## src/rtl/pc_sequencer_if.sv

```systemverilog
// pc_sequencer_if: this interface bundles the PC, instruction-memory, execute-stage and status signals of pc_sequencer.
// master = the sequencer side, slave = the PC, memory and execute side that sits around it.
interface pc_sequencer_if #(
  parameter int AW = 8,
  parameter int IW = 16
);
  logic [AW-1:0] pcValue;
  logic          pcHold;
  logic          pcJump;
  logic [AW-1:0] pcJumpLine;
  logic          imemReq;
  logic          imemReady;
  logic [IW-1:0] instr;
  logic [IW-1:0] irOut;
  logic          exStart;
  logic          exBusy;
  logic          exBranch;
  logic          exTaken;
  logic [AW-1:0] exTarget;
  logic          isHalt;
  logic          resume;
  logic          fault;
  logic [15:0]   retired;
  logic [1:0]    state;
  logic          irq;
  logic          isRti;
  logic          irqAck;
  modport master (
    input  pcValue, imemReady, instr, exBusy, exBranch, exTaken, exTarget, isHalt, resume, irq, isRti,
    output pcHold, pcJump, pcJumpLine, imemReq, irOut, exStart, fault, retired, state, irqAck
  );
  modport slave (
    output pcValue, imemReady, instr, exBusy, exBranch, exTaken, exTarget, isHalt, resume, irq, isRti,
    input  pcHold, pcJump, pcJumpLine, imemReq, irOut, exStart, fault, retired, state, irqAck
  );
endinterface

```

## src/rtl/pc_sequencer.sv

```systemverilog
// pc_sequencer: fetch/execute controller that drives the PC hold/jump inputs, issues fetches and latches the IR.
// Ports: clk, reset (synchronous, active-high); bus (pc_sequencer_if.master) carries the PC, imem, execute and status signals.
// Optional SEQ_IRQ_EN adds interrupt entry (irq/irqAck) and return-from-interrupt (isRti) through an epc register.
module pc_sequencer #(
  parameter int AW = 8,
  parameter int IW = 16,
  parameter int FETCH_TIMEOUT = 15,
  parameter logic [AW-1:0] IRQ_VECTOR = 8'hF0
) (
  input  logic           clk,
  input  logic           reset,
  pc_sequencer_if.master bus
);
  typedef enum logic [1:0] {FETCH = 2'd0, EXEC = 2'd1, HALT = 2'd2, FAULT = 2'd3} state_t;
  state_t        r_state;
  logic [7:0]    r_timer;
  logic          r_first;
  logic [IW-1:0] r_ir;
  logic [15:0]   r_retired;
  logic          w_done, w_taken, w_irq, w_rti, w_adv, w_jump;
  logic [AW-1:0] w_inc, w_line;
  assign w_done  = r_state == EXEC && !bus.exBusy;
  assign w_taken = bus.exBranch && bus.exTaken;
  assign w_inc   = bus.pcValue + 1'b1;
`ifdef SEQ_IRQ_EN
  logic [AW-1:0] r_epc;
  logic          r_ie;
  // RTI outranks both branch and irq; a pending irq in HALT behaves as resume into the vector
  assign w_rti  = w_done && !bus.isHalt && bus.isRti;
  assign w_irq  = r_ie && bus.irq && ((w_done && !bus.isHalt && !bus.isRti) || r_state == HALT);
  assign w_line = !w_jump ? '0 : w_irq ? IRQ_VECTOR : w_rti ? r_epc : bus.exTarget;
  always_ff @(posedge clk) begin
    if (reset) begin
      r_epc <= '0;
      r_ie  <= 1'b1;
    end else if (w_irq) begin
      r_epc <= (r_state == HALT || !w_taken) ? w_inc : bus.exTarget;
      r_ie  <= 1'b0;
    end else if (w_rti) begin
      r_ie  <= 1'b1;
    end
  end
`else
  logic w_unused;
  assign w_rti    = 1'b0;
  assign w_irq    = 1'b0;
  assign w_line   = w_jump ? bus.exTarget : '0;
  assign w_unused = ^{IRQ_VECTOR, bus.irq, bus.isRti, w_inc};
`endif
  // the single cycle per instruction in which the PC is released
  assign w_adv  = !reset && ((w_done && !bus.isHalt) || (r_state == HALT && (bus.resume || w_irq)));
  assign w_jump = w_adv && (w_irq || w_rti || (w_done && w_taken));
  assign bus.pcHold     = !w_adv;
  assign bus.pcJump     = w_jump;
  assign bus.pcJumpLine = w_line;
  assign bus.imemReq    = !reset && r_state == FETCH;
  assign bus.exStart    = !reset && r_state == EXEC && r_first;
  assign bus.irqAck     = !reset && w_irq;
  assign bus.irOut      = r_ir;
  assign bus.fault      = r_state == FAULT;
  assign bus.retired    = r_retired;
  assign bus.state      = r_state;
  always_ff @(posedge clk) begin
    if (reset) begin
      r_state   <= FETCH;
      r_timer   <= '0;
      r_first   <= 1'b0;
      r_ir      <= '0;
      r_retired <= '0;
    end else begin
      case (r_state)
        FETCH: begin
          if (bus.imemReady) begin
            r_ir    <= bus.instr;
            r_timer <= '0;
            r_first <= 1'b1;
            r_state <= EXEC;
          end else if (r_timer == 8'(FETCH_TIMEOUT - 1)) begin
            r_state <= FAULT;
          end else begin
            r_timer <= r_timer + 1'b1;
          end
        end
        EXEC: begin
          r_first <= 1'b0;
          if (!bus.exBusy) begin
            r_retired <= r_retired + 1'b1;
            r_state   <= bus.isHalt ? HALT : FETCH;
          end
        end
        HALT: if (bus.resume || w_irq) r_state <= FETCH;
        default: ;
      endcase
    end
  end
endmodule

```

## src/flat_wrapper.sv

```systemverilog
// flat-port wrapper written by rule: the top's interface ports become plain ports
module pc_sequencer_flat 
#(
  parameter int AW = 8,
  parameter int IW = 16,
  parameter int FETCH_TIMEOUT = 15,
  parameter logic [AW-1:0] IRQ_VECTOR = 8'hF0
)
  (clk, reset, bus_pcValue, bus_imemReady, bus_instr, bus_exBusy, bus_exBranch, bus_exTaken, bus_exTarget, bus_isHalt, bus_resume, bus_irq, bus_isRti, bus_pcHold, bus_pcJump, bus_pcJumpLine, bus_imemReq, bus_irOut, bus_exStart, bus_fault, bus_retired, bus_state, bus_irqAck);
  pc_sequencer_if #(.AW(AW), .IW(IW)) bus_i ();
  input  logic clk;
  input  logic reset;
  input wire logic [$bits(bus_i.pcValue)-1:0] bus_pcValue;
  input wire logic [$bits(bus_i.imemReady)-1:0] bus_imemReady;
  input wire logic [$bits(bus_i.instr)-1:0] bus_instr;
  input wire logic [$bits(bus_i.exBusy)-1:0] bus_exBusy;
  input wire logic [$bits(bus_i.exBranch)-1:0] bus_exBranch;
  input wire logic [$bits(bus_i.exTaken)-1:0] bus_exTaken;
  input wire logic [$bits(bus_i.exTarget)-1:0] bus_exTarget;
  input wire logic [$bits(bus_i.isHalt)-1:0] bus_isHalt;
  input wire logic [$bits(bus_i.resume)-1:0] bus_resume;
  input wire logic [$bits(bus_i.irq)-1:0] bus_irq;
  input wire logic [$bits(bus_i.isRti)-1:0] bus_isRti;
  output wire logic [$bits(bus_i.pcHold)-1:0] bus_pcHold;
  output wire logic [$bits(bus_i.pcJump)-1:0] bus_pcJump;
  output wire logic [$bits(bus_i.pcJumpLine)-1:0] bus_pcJumpLine;
  output wire logic [$bits(bus_i.imemReq)-1:0] bus_imemReq;
  output wire logic [$bits(bus_i.irOut)-1:0] bus_irOut;
  output wire logic [$bits(bus_i.exStart)-1:0] bus_exStart;
  output wire logic [$bits(bus_i.fault)-1:0] bus_fault;
  output wire logic [$bits(bus_i.retired)-1:0] bus_retired;
  output wire logic [$bits(bus_i.state)-1:0] bus_state;
  output wire logic [$bits(bus_i.irqAck)-1:0] bus_irqAck;
  assign bus_i.pcValue = bus_pcValue;
  assign bus_i.imemReady = bus_imemReady;
  assign bus_i.instr = bus_instr;
  assign bus_i.exBusy = bus_exBusy;
  assign bus_i.exBranch = bus_exBranch;
  assign bus_i.exTaken = bus_exTaken;
  assign bus_i.exTarget = bus_exTarget;
  assign bus_i.isHalt = bus_isHalt;
  assign bus_i.resume = bus_resume;
  assign bus_i.irq = bus_irq;
  assign bus_i.isRti = bus_isRti;
  assign bus_pcHold = bus_i.pcHold;
  assign bus_pcJump = bus_i.pcJump;
  assign bus_pcJumpLine = bus_i.pcJumpLine;
  assign bus_imemReq = bus_i.imemReq;
  assign bus_irOut = bus_i.irOut;
  assign bus_exStart = bus_i.exStart;
  assign bus_fault = bus_i.fault;
  assign bus_retired = bus_i.retired;
  assign bus_state = bus_i.state;
  assign bus_irqAck = bus_i.irqAck;
  pc_sequencer #(.AW(AW), .IW(IW), .FETCH_TIMEOUT(FETCH_TIMEOUT), .IRQ_VECTOR(IRQ_VECTOR)) u_core (.clk(clk), .reset(reset), .bus(bus_i));
endmodule
```

## config.mk

```make
export PLATFORM = sky130hd
export DESIGN_NAME = pc_sequencer_flat
export DESIGN_NICKNAME = d
export VERILOG_FILES = /design/src/rtl/pc_sequencer_if.sv /design/src/rtl/pc_sequencer.sv /design/src/flat_wrapper.sv
export SDC_FILE = /design/constraint.sdc
export NUM_CORES = 1
export LEC_CHECK = 0
export CORE_AREA = 2 2 70 122
export DETAILED_ROUTE_END_ITERATION = 6
export DIE_AREA = 0 0 72 124
export PLACE_DENSITY = 0.63
export SKIP_CTS_REPAIR_TIMING = 1
export SYNTH_ARGS = -nofsm -noshare
export SYNTH_HDL_FRONTEND = slang
export SYNTH_SLANG_ARGS = --single-unit
```

## constraint.sdc

```tcl
create_clock -name clk -period 5 [get_ports clk]
set_clock_uncertainty 0.1 [all_clocks]
set_input_delay 0.5 -clock clk [delete_from_list [all_inputs] [get_ports clk]]
set_output_delay 0.5 -clock clk [all_outputs]
set_load 0.02 [all_outputs]
```

==> run metrics <==
post-synth top area share between 40% and 50%; pre-CTS WS ~1.8 ns; status finished clean; initial antenna violation count 0; Cell variety after synth 45; ant diodes 0; dominant cell type by area after synthesis dfxtp_1; vias in the first global route roughly 1,900; Hold Slack ~0.35 ns; full die area just under 0.009 mm2; commonest cells in the netlist 43 x dfxtp_1, 43 x nand2_1, 30 x a21oi_1; final WL between 5000 and 6000 um; max-cap viol count 0; CP Class flip-flop to output port; fin crit period roughly 3.2 ns; # DRC 0; Cell Int Power between 700 and 800 uW; 1st-pass router iterations 4; slack of the worst reg-to-reg path roughly 2.8 ns; crit path max-delay cell type clkdlybuf4s50_1; register area share after synthesis roughly two fifths; ys flop type dfxtp_1; Min-Delay Path Class flip-flop to flip-flop; start point of the worst hold path u_core.bus.irOut[4]; Comb power frac between 30 and 40%; # rows 43; clk sinks 43; # setup viols final 0; period utilisation layout 64.3%; CP Data Arrival Time around 2.6 ns; R2R depth 6; clock latency at the later pin of the worst-skew pair roughly 0.28 ns; Power Dens Cells about 350 mW/mm2; CTS Buf Count 5; CP Data Required Time 4.40 ns; largest net degree at the start of global routing 32; I/O pin count 90; Yosys reg bits 43; Final Max Slew Viols 0; Die X just over 70 um; CTS tree done; CP top delay family buffers and inverters; crit end category output port; first-pass GRT wire length between 9000 and 10,000 um; Initial Util 26.6%; NetSw about 340 uW; DR iter-0 viols between 100 and 150; port bufs 78; Reg2Reg Launch Point u_core.bus.state[1]; Worst Hold End u_core.bus.irOut[4]; leakage ~0.0011 uW; Post-Syn Instances about 250; synth warn 0; Max Buffers Root-to-Sink 2; Syn Nets about 300; worst vdd ir approximately 0.2 mV; crit start category flip-flop; Detail Route Antenna Nets 0; die height between 100 and 150 um; number of synthesized flops with an enable pin 0; synthesized cell area between 0.002 and 0.0025 mm2; WP buf/inv 1; top cells by area, synth dfxtp_1 41%, nand2_1 7.7%, a21oi_1 7.1%; Max H-tree Level 2; Sw Share 31.7%; via count around 2,000; Area Overhead vs Synth 47.5%; highest clock rate 0.311 GHz; Post-Route Setup TNS 0 ns; worst hold path depth 2; sequential share of power roughly 38%; Max FO, Critical Path 9; Least-Margin Pin Slew 1.02 ns; Routed WL per cell approximately 13 um; Slew HR around a third; min setup slack post-route approximately 1.8 ns; Root Buffer clkbuf_16; delay of the slowest cell on the worst path ~0.61 ns; Final Hold Fails 0; worst r2r dst u_core.bus.irOut[15]; routability cong. 0.762; nets 376; clock share of power 31.2%; share of flip-flops with an asynchronous set or reset 0%; hpwl dp around 4100 um; RSZ-0062 raised after global routing no; Total GRT Usage around an eighth; Fillers between 800 and 900; clock slew at reported path FFs 0.06 ns; gr ovfl total 0; syn_area_per_cell between 8 and 9 um2; CP Cell Sequence ha_1 -> nand2b_1 -> a2111oi_4 -> and2_1 -> clkdlybuf4s50_1; Core ar. about 0.008 mm2; share of cells above drive strength 1 6.42%; DR vias/cell between 4 and 5
worst register-to-register path: cells and delay by family, from the launching register on:
family | cells | cell delay, ns
simple gates | 2 | 0.92
flops | 1 | 0.36
fa+ha+maj | 1 | 0.32
buf+inv | 2 | 0.28
compound gates | 1 | 0.17
power groups by stage:
| stage | registers [uW] | logic, uW | clock network (uW) |
|---|---|---|---|
| after floorplan | 450 | 170 | 0 |
| final | 409 | 336 | 338 |
| after detailed placement | 417 | 340 | 0 |
| after CTS | 409 | 341 | 351 |
| after global placement | 416 | 334 | 0 |
| after global routing | 414 | 374 | 364 |
final cells by class:
class	count	area, um2	area share (%)
Tap cell	90	113	3.63
Inverter	9	33.8	1.09
Sequential cell	43	861	27.7
Clock buffer	8	156	5.04
Multi-Input combinational cell	188	1160	37.3
Timing Repair Buffer	79	783	25.2
stage by stage:
step           cell area (um2)  power [uW]  std cells  util [%]
6_report                  3110        1080        417      39.3
3_5_place_dp              2950         757        409      37.3
2_1_floorplan             2110         620        251         -
3_3_place_gp              2950         750        409      37.3
4_1_cts                   3110        1100        417      39.3
5_1_grt                   3110        1150        417      39.3
sequential cells by signal, summed over array words and instances (netlist names):
signal and cells:
u_core.bus.irOut 16, u_core.bus.retired 16, u_core.bus.state 2, u_core.r_first 1, u_core.r_timer 8
placed cells by master, fill, tap and decap left out, types with 4 or more instances in the layout:
cell	instances
dfxtp_1	43
nand3_1	5
and2_1	8
inv_1	9
a21oi_1	30
clkdlybuf4s50_1	77
xnor2_1	7
nand2b_1	4
nor2b_1	4
nand4_1	4
ha_1	8
a31oi_1	4
nor2_1	23
o21ai_0	7
a31o_2	4
clkbuf_16	5
nand2_1	43
nor3_1	4
logic make-up after synthesis:
logic type      share of synthesized area (%)
flops                                    40.9
compound gates                           15.7
xor+xnor                                 4.16
mux                                      1.54
other cells                             0.178
buf+inv                                  4.10
simple gates                             28.7
fa+ha+maj                                4.75
worst max-delay path by stage:
stage | from | cells past startpoint | slack, ns | endpoint
after detailed placement | bus_exBusy | 5 | 1.79 | bus_pcJumpLine[1]
final | u_core.bus.state[0] | 5 | 1.79 | bus_pcJumpLine[1]
after global routing | u_core.bus.state[1] | 6 | 1.61 | bus_pcJumpLine[1]
after CTS | u_core.bus.state[0] | 5 | 1.73 | bus_pcJumpLine[1]
after global placement | bus_exBusy | 5 | 1.85 | bus_pcJumpLine[1]
after floorplan | u_core.bus.state[0] | 5 | 2.57 | bus_pcJumpLine[0]
layer usage:
layer	vias up	GRT usage [%]	routed length (um)
met2	43	24.1	3000
met1	901	13.3	2070
met5	-	0	0
met4	0	4.25	82
met3	9	2.75	244
li1	1004	-	-
Power figures use the tool's default switching activity.
